File: src/rtl/multiword_add_pkg.sv
// rtl/multiword_add_pkg.sv - shared state encoding and index sizing for the multiword adder
package multiword_add_pkg;

    typedef enum logic [1:0] {
        ST_IDLE = 2'd0,
        ST_RUN  = 2'd1,
        ST_DONE = 2'd2
    } state_t;

    // A single-word build still needs a 1-bit index so the part-selects stay legal.
    function automatic int idx_width(input int nwords);
        return (nwords > 1) ? $clog2(nwords) : 1;
    endfunction

endpackage

File: src/rtl/ripple_carry.sv
// rtl/ripple_carry.sv - WIDTH-bit ripple-carry word adder
module ripple_carry #(
    parameter int WIDTH = 32
) (
    input  logic [WIDTH-1:0] a,
    input  logic [WIDTH-1:0] b,
    input  logic             carry_in,
    output logic [WIDTH-1:0] sum,
    output logic             carry_out
);

    logic c;

    always_comb begin
        c   = carry_in;
        sum = '0;
        for (int i = 0; i < WIDTH; i++) begin
            sum[i] = a[i] ^ b[i] ^ c;
            c      = (a[i] & b[i]) | (c & (a[i] ^ b[i]));
        end
        carry_out = c;
    end

endmodule

File: src/rtl/multiword_add_ctrl.sv
// rtl/multiword_add_ctrl.sv - sequences one word adder over NWORDS words, LSW first
module multiword_add_ctrl
    import multiword_add_pkg::*;
#(
    parameter int WIDTH  = 32,
    parameter int NWORDS = 4
) (
    input  logic                    clk_i,
    input  logic                    rst_ni,
    input  logic                    Start_i,
    input  logic [NWORDS*WIDTH-1:0] Number1_i,
    input  logic [NWORDS*WIDTH-1:0] Number2_i,
    input  logic                    Carry_i,
    output logic                    Busy_o,
    output logic                    Done_o,
    output logic [NWORDS*WIDTH-1:0] Result_o,
    output logic                    Carry_o
);

    localparam int              IDXW     = idx_width(NWORDS);
    localparam int              OPW      = NWORDS * WIDTH;
    localparam logic [IDXW-1:0] LAST_IDX = IDXW'(NWORDS - 1);

    state_t          state, state_n;
    logic [IDXW-1:0] idx;
    logic            carry_q;
    logic [OPW-1:0]  a_q, b_q, result_q;
    logic            carry_out_q;
    logic [WIDTH-1:0] word_sum;
    logic            word_co;
    logic            accept;
    logic            last_word;

    assign accept    = (state == ST_IDLE) && Start_i;
    assign last_word = (idx == LAST_IDX);

    ripple_carry #(.WIDTH(WIDTH)) u_word_add (
        .a         (a_q[idx*WIDTH +: WIDTH]),
        .b         (b_q[idx*WIDTH +: WIDTH]),
        .carry_in  (carry_q),
        .sum       (word_sum),
        .carry_out (word_co)
    );

    always_comb begin
        state_n = state;
        case (state)
            ST_IDLE: if (Start_i)   state_n = ST_RUN;
            ST_RUN:  if (last_word) state_n = ST_DONE;
            ST_DONE: state_n = ST_IDLE;
            default: state_n = ST_IDLE;
        endcase
    end

    always_ff @(posedge clk_i or negedge rst_ni) begin
        if (!rst_ni) begin
            state   <= ST_IDLE;
            idx     <= '0;
            carry_q <= 1'b0;
        end else begin
            state <= state_n;
            if (accept) begin
                idx     <= '0;
                carry_q <= Carry_i;
            end else if (state == ST_RUN) begin
                idx     <= last_word ? '0 : idx + 1'b1;
                carry_q <= word_co;
            end
        end
    end

    // Operands are frozen at accept so later input changes cannot disturb the sum.
    always_ff @(posedge clk_i or negedge rst_ni) begin
        if (!rst_ni) begin
            a_q         <= '0;
            b_q         <= '0;
            result_q    <= '0;
            carry_out_q <= 1'b0;
        end else if (accept) begin
            a_q         <= Number1_i;
            b_q         <= Number2_i;
            result_q    <= '0;
            carry_out_q <= 1'b0;
        end else if (state == ST_RUN) begin
            result_q[idx*WIDTH +: WIDTH] <= word_sum;
            if (last_word) carry_out_q <= word_co;
        end
    end

    assign Busy_o   = (state == ST_RUN);
    assign Done_o   = (state == ST_DONE);
    assign Result_o = result_q;
    assign Carry_o  = carry_out_q;

endmodule
File: config.mk
export PLATFORM = sky130hd
export DESIGN_NAME = multiword_add_ctrl
export DESIGN_NICKNAME = d
export VERILOG_FILES = /design/src/rtl/multiword_add_pkg.sv /design/src/rtl/ripple_carry.sv /design/src/rtl/multiword_add_ctrl.sv
export SDC_FILE = /design/constraint.sdc
export NUM_CORES = 1
export LEC_CHECK = 0
export ABC_AREA = 1
export BUFFER_PORTS_ARGS = -buffer_cell sky130_fd_sc_hd__buf_2
export CORE_AREA = 2 2 134 266
export CTS_BUF_LIST = sky130_fd_sc_hd__clkbuf_16
export DETAILED_ROUTE_END_ITERATION = 16
export DIE_AREA = 0 0 136 268
export PLACE_DENSITY = 0.88
export SETUP_SLACK_MARGIN = 0.02
export SLEW_MARGIN = 30
export SYNTH_ARGS = -nofsm -noshare
export SYNTH_HDL_FRONTEND = slang
export SYNTH_SLANG_ARGS = --single-unit
File: constraint.sdc
create_clock -name clk_i -period 17.92 [get_ports clk_i]
set_clock_uncertainty 0.1 [all_clocks]
set_input_delay 0.896 -clock clk_i [delete_from_list [all_inputs] [get_ports clk_i]]
set_output_delay 0.896 -clock clk_i [all_outputs]
set_load 0.02 [all_outputs]
==> flow_summary.toml, run 1 <==
[run_status]
status = "finished, final reports clean"

[global_route]
grt_remaining_overflow = 0
grt_pass1_wl_mm = 89.3
grt_antenna_before_repair = 9
grt_pass1_vias = 17100
grt_max_degree = 173
grt_usage_pct = 31.7

[worst_setup_path]
crit_fanout = 83
slowest_delay_ps = 760
cp_slowest_cell = "buf_4"
end_kind = "register"
critPathLaunchType = "register"
cp.arrival_ps = 15380
required_ps = 18230
r2r_cells = 45
crit_buf_inv = 6
path_class = "register to register"
timing.rr.end = "Result_o[127]$_DFFE_PN0P_"
r2r_slack_ps = 2850
reg2reg_from = "idx[0]$_DFFE_PN0P_"
cp_top_family = "adder cells"
crit_top_cell = "fa_1"

[drt]
ant_nets = 0
num_vias = 17300
post-route-drc-count = 0
post_drt_wl_per_cell_um = 17.6
drt_iter0_markers = 1483
dr.pass1.iters = 8
wirelength_mm = 57.0
via_per_inst = 5.35

[cts]
cts.path.max_buffers = 3
clk_latency_ps = 540
root_buffer = "clkbuf_16"
htreeDepth = 2
numCtsBuffers = 35
cts_tree = "built"
cts_setup_buffers = 0
path_clk_slew_ps = 70
cts-resized-gates = 0
cts_sinks = 390
cts_hold_buf = 0

[logic_synthesis]
synth.distinct_cells = 21
synthCells = 2480
synth_nets = 2776
syn_area_per_cell_um2 = 7.54
ys_ff_latch = 390
yosys_warnings = 0
seq_area_frac_synth_pct = 52.2
syn-cell-area_um2 = 18700

[placement]
place_congestion = 0.915
portBuffers = 390
dp_hpwl_mm = 41.0
placed_area_um2 = 20600

[timing]
worstMarginPinSlew_ps = 889
slew_viol_final = 0
tns_ps = 0
finalSetupViolations = 0
maxSlewHeadroom_pct = 40.8
fmaxAchievable_mhz = 66.4
hold_viol = 0
fin_crit_ps = 15070
rsz0062_at_grt = "no"
finalCritPeriodShare_pct = 84.1

[pwr]
p_seq_share_pct = 31.3
p_clk_share_pct = 16.5
internal_power_mw = 2.48
switchingPower_mw = 2.26
pwr-share-comb_pct = 52.2
leakagePower_nw = 12.4
powerDensity_nw_per_um2 = 218
swShare_pct = 47.7
ir_drop_mv = 0.166

[floorplanning]
die_w_um = 136
fp-row-count = 96
start_util_pct = 54.4
core_area_um2 = 34400
die_y_um = 268
ios = 391
fp.dieArea_um2 = 36400

[layout]
nFillCells = 2959
final_area_um2 = 21800
drive_gt1_share_pct = 17.2
nets = 3069
syn_to_final_growth_pct = 16.5

[run]
maxCapViolCount = 0

[worst_hold_path]
hp-class = "input pin to asynchronous set/reset pin"
-- cell type report --
class | count | area, um^2 | area share [%]
antenna | 5 | 12.5 | 0.0574
clock buffer | 37 | 926 | 4.25
clock inverter | 25 | 244 | 1.12
inverter | 17 | 73.8 | 0.339
multi-input combinational | 1919 | 8050 | 37.0
sequential | 390 | 9760 | 44.8
tap | 441 | 552 | 2.53
timing repair buffer | 410 | 2160 | 9.91
-- routing by layer --
metal | vias to the layer above | share of wire [%] | track usage, %
met5 | - | 0.075 | 0
met2 | 856 | 50 | 52.2
li1 | 8129 | - | -
met4 | 8 | 8.1 | 23.6
met3 | 209 | 6.7 | 4.73
met1 | 8138 | 35 | 37.3
-- cell usage in the layout, fill, tap and decap left out, drive strengths merged --
cell type / instances
clkbuf: 37
dfrtp: 390
nand4: 2
nor2: 171
nand3: 156
nand2: 1537
clkinv: 10
bufinv: 5
ha: 4
diode: 5
buf: 410
clkinvlp: 3
inv: 24
fa: 32
o22ai: 4
o21ai: 13
-- flip-flops by register name (all words and copies together), names as in the netlist --
signal and count:
a_q 128, b_q 128, carry_q 1, idx 2
state 2, Carry_o 1, Result_o 128
-- worst max path at each step --
stage | endpoint | cells past startpoint | slack [ps] | startpoint
after floorplan | Result_o[95]$_DFFE_PN0P_ | 47 | 4180 | idx[0]$_DFFE_PN0P_
after global placement | Result_o[127]$_DFFE_PN0P_ | 45 | 3050 | idx[0]$_DFFE_PN0P_
after detailed placement | Result_o[127]$_DFFE_PN0P_ | 45 | 2920 | idx[0]$_DFFE_PN0P_
after CTS | Result_o[127]$_DFFE_PN0P_ | 45 | 2900 | idx[0]$_DFFE_PN0P_
after global routing | Result_o[127]$_DFFE_PN0P_ | 45 | 2320 | idx[0]$_DFFE_PN0P_
final | Result_o[127]$_DFFE_PN0P_ | 45 | 2850 | idx[0]$_DFFE_PN0P_
-- power groups by stage --
stage | logic (mW) | registers (mW) | clock network, mW
final | 2.47 | 1.49 | 0.780
after floorplan | 1.65 | 1.51 | 0
after global placement | 2.38 | 1.47 | 0
after global routing | 2.77 | 1.52 | 0.821
after detailed placement | 2.44 | 1.49 | 0
after CTS | 2.45 | 1.48 | 0.787
-- stage by stage --
step           setup WS, ps  hold WS [ps]  util [%]  power [mW]  instances
2_1_floorplan          4180           344         -        3.16       2480
3_3_place_gp           3050           352      59.7        3.85       3175
3_5_place_dp           2920           360      59.9        3.92       3176
4_1_cts                2900           373      63.3        4.72       3238
5_1_grt                2320           143      63.4        5.11       3244
6_report               2850           133      63.4        4.74       3244
-- cell usage after synthesis --
library cell	instances	area [um^2]
nor2_1	170	638
buf_1	6	22.5
o22ai_1	4	25.0
dfrtp_1	390	9760
nand4_1	2	12.5
nand3_1	156	781
o21ai_0	10	50.1
ha_1	4	50.1
buf_6	13	146
inv_4	1	6.26
nor2_4	1	11.3
clkbuf_1	39	146
nand2_1	1534	5760
buf_4	26	195
fa_1	32	641
nand2_4	2	22.5
inv_1	16	60.1
nand2_2	1	6.26
o21ai_2	2	17.5
o21ai_1	1	5.00
buf_2	70	350
-- kinds of logic (layout without fill, tap and decap cells) --
group | Yosys count | after routing | share of synthesized area (%)
fa+ha+maj | 36 | 36 | 3.69
buf+inv | 171 | 489 | 4.96
compound gates | 17 | 17 | 0.522
flops | 390 | 390 | 52.2
simple gates | 1866 | 1866 | 38.7
other cells | 0 | 5 | 0
No activity file was read; power rests on OpenSTA's default activity.
==> run 2: changes to the inputs <==
- clock period: 17.92 -> 14.02 ns (I/O delays scaled with it)
==> run 2 against run 1 <==
Utilization up 0.44 points. Cell count up 0.37%. Non-clock buffer count up 12. Critical endpoint unchanged. Via count down 0.66%. Power up 30%. Worst hold slack better by 120 ps.
==> flow_summary.toml, run 2 (same netlist as run 1, synthesis figures left out) <==
[cts]
htreeDepth = 2
cts.path.max_buffers = 3
numCtsBuffers = 35
path_clk_slew_ps = 70
cts_tree = "built"
root_buffer = "clkbuf_16"
cts_sinks = 390
cts_setup_buffers = 0
clk_latency_ps = 530

[drt]
num_vias = 17200
drt_iter0_markers = 1462
ant_nets = 0
via_per_inst = 5.29
dr.pass1.iters = 5
post-route-drc-count = 0
post_drt_wl_per_cell_um = 17.3
wirelength_mm = 56.4

[global_route]
grt_usage_pct = 30.8
gr-usage-met3_pct = 4.04
grt_pass1_wl_mm = 87.3
grt_pass1_vias = 16900
grt_remaining_overflow = 0
grt_max_degree = 203
met2_usage_pct = 50.4
busiest_layer = "met2"
met1_usage_pct = 37.0
grt_antenna_before_repair = 6

[layout]
nets = 3081
final_area_um2 = 21900
layout_commonest_cell = "nand2_1"
drive_gt1_share_pct = 18.1
mostFrequentLayoutCells = "nand2_1, buf_2, dfrtp_1"
syn_to_final_growth_pct = 17.3

[floorplanning]
die_w_um = 136
core_area_um2 = 34400
fp.dieArea_um2 = 36400
fp-row-count = 96
ios = 391
die_y_um = 268
start_util_pct = 54.4

[placement]
dp_hpwl_mm = 40.4
place_congestion = 0.914
placed_area_um2 = 20600
portBuffers = 390

[worst_setup_path]
end_kind = "register"
timing.rr.end = "Result_o[127]$_DFFE_PN0P_"
slowest_delay_ps = 470
cp.arrival_ps = 13970
required_ps = 14340
crit_fanout = 35
path_class = "register to register"
critPathLaunchType = "register"
reg2reg_from = "idx[0]$_DFFE_PN0P_"
r2r_slack_ps = 370
cp_slowest_cell = "dfrtp_4"
crit_top_cell = "fa_1"
r2r_cells = 45

[timing]
fin_crit_ps = 13650
worstMarginPinSlew_ps = 938
finalCritPeriodShare_pct = 97.3
maxSlewHeadroom_pct = 37.4
whs_ps = 254
finalSetupViolations = 0
rsz0062_at_grt = "no"
fmaxAchievable_mhz = 73.3
hold_viol = 0
slew_viol_final = 0
tns_ps = 0

[worst_hold_path]
hold_end = "b_q[47]$_DFFE_PN0P_"
hp-class = "input pin to register"
hp-start = "Number2_i[47]"
min_delay_path_depth = 3

[run]
maxCapViolCount = 0

[pwr]
powerDensity_nw_per_um2 = 280
leakagePower_nw = 12.5
ir_drop_mv = 0.157

[run_status]
status = "finished, final reports clean"
-- run 2: cell types whose count changed in the layout (fill, tap and decap cells not counted), moves of 2 or more --
cell,delta
buf_4,+10
inv_1,-4
clkinvlp_4,+2
fa_1,-16
fa_2,+16
-- run 2: how the worst max path moves through the flow --
stage               depth (start not counted)                         to          startpoint
CTS                                        45  Result_o[127]$_DFFE_PN0P_  idx[0]$_DFFE_PN0P_
floorplan                                  47   Result_o[95]$_DFFE_PN0P_  idx[0]$_DFFE_PN0P_
finish                                     45  Result_o[127]$_DFFE_PN0P_  idx[0]$_DFFE_PN0P_
detailed placement                         45  Result_o[127]$_DFFE_PN0P_  idx[0]$_DFFE_PN0P_
global route                               45  Result_o[127]$_DFFE_PN0P_  idx[0]$_DFFE_PN0P_
global placement                           45  Result_o[127]$_DFFE_PN0P_  idx[0]$_DFFE_PN0P_
-- run 2: per-layer routing --
layer	wire length [um]	up-vias
met3	3450	216
met4	4690	2
met2	27600	780
met1	20600	8087
met5	8	-
li1	-	8140
-- run 2: timing repair --
action | CTS | global route
hold buffers | 0 | 1
resized for setup | 8 | 8
endpoints found under the hold margin | 0 | 3
setup endpoints to repair | 8 | 7
pin swaps | 1 | 2
-- run 2: area by class of cell --
| type | count | area [um^2] |
|---|---|---|
| clock buffer | 37 | 926 |
| sequential | 390 | 9760 |
| tap | 441 | 552 |
| multi-input combinational | 1919 | 8090 |
| fill | 2991 | 12400 |
| antenna | 5 | 12.5 |
| clock inverter | 25 | 256 |
| timing repair buffer | 422 | 2260 |
| inverter | 17 | 78.8 |
-- run 2: through the flow --
| stage | worst slack, ps | cells | util, % | total power, mW |
|---|---|---|---|---|
| 6_report | 372 | 3256 | 63.8 | 6.15 |
| 5_1_grt | 23.2 | 3255 | 63.8 | 6.61 |
| 4_1_cts | 33.9 | 3248 | 63.5 | 6.09 |
| 3_5_place_dp | -370 | 3186 | 60.0 | 5.03 |
| 3_3_place_gp | -183 | 3186 | 60.0 | 4.92 |
| 2_1_floorplan | 276 | 2480 | - | 4.04 |
-- run 2: power by group --
part	switching (mW)	total (mW)	internal, mW
sequential	0.298	1.89	1.59
clock	0.435	1.01	0.573
combinational	2.18	3.25	1.07
total	2.91	6.15	3.24
-- run 2: worst max-delay path: cells and delay by family (launching register included) --
family,cells,cell delay (ps)
adders and majority gates,31,11610
and+or+nand+nor,8,590
DFF,1,470
buffers and inverters,6,750
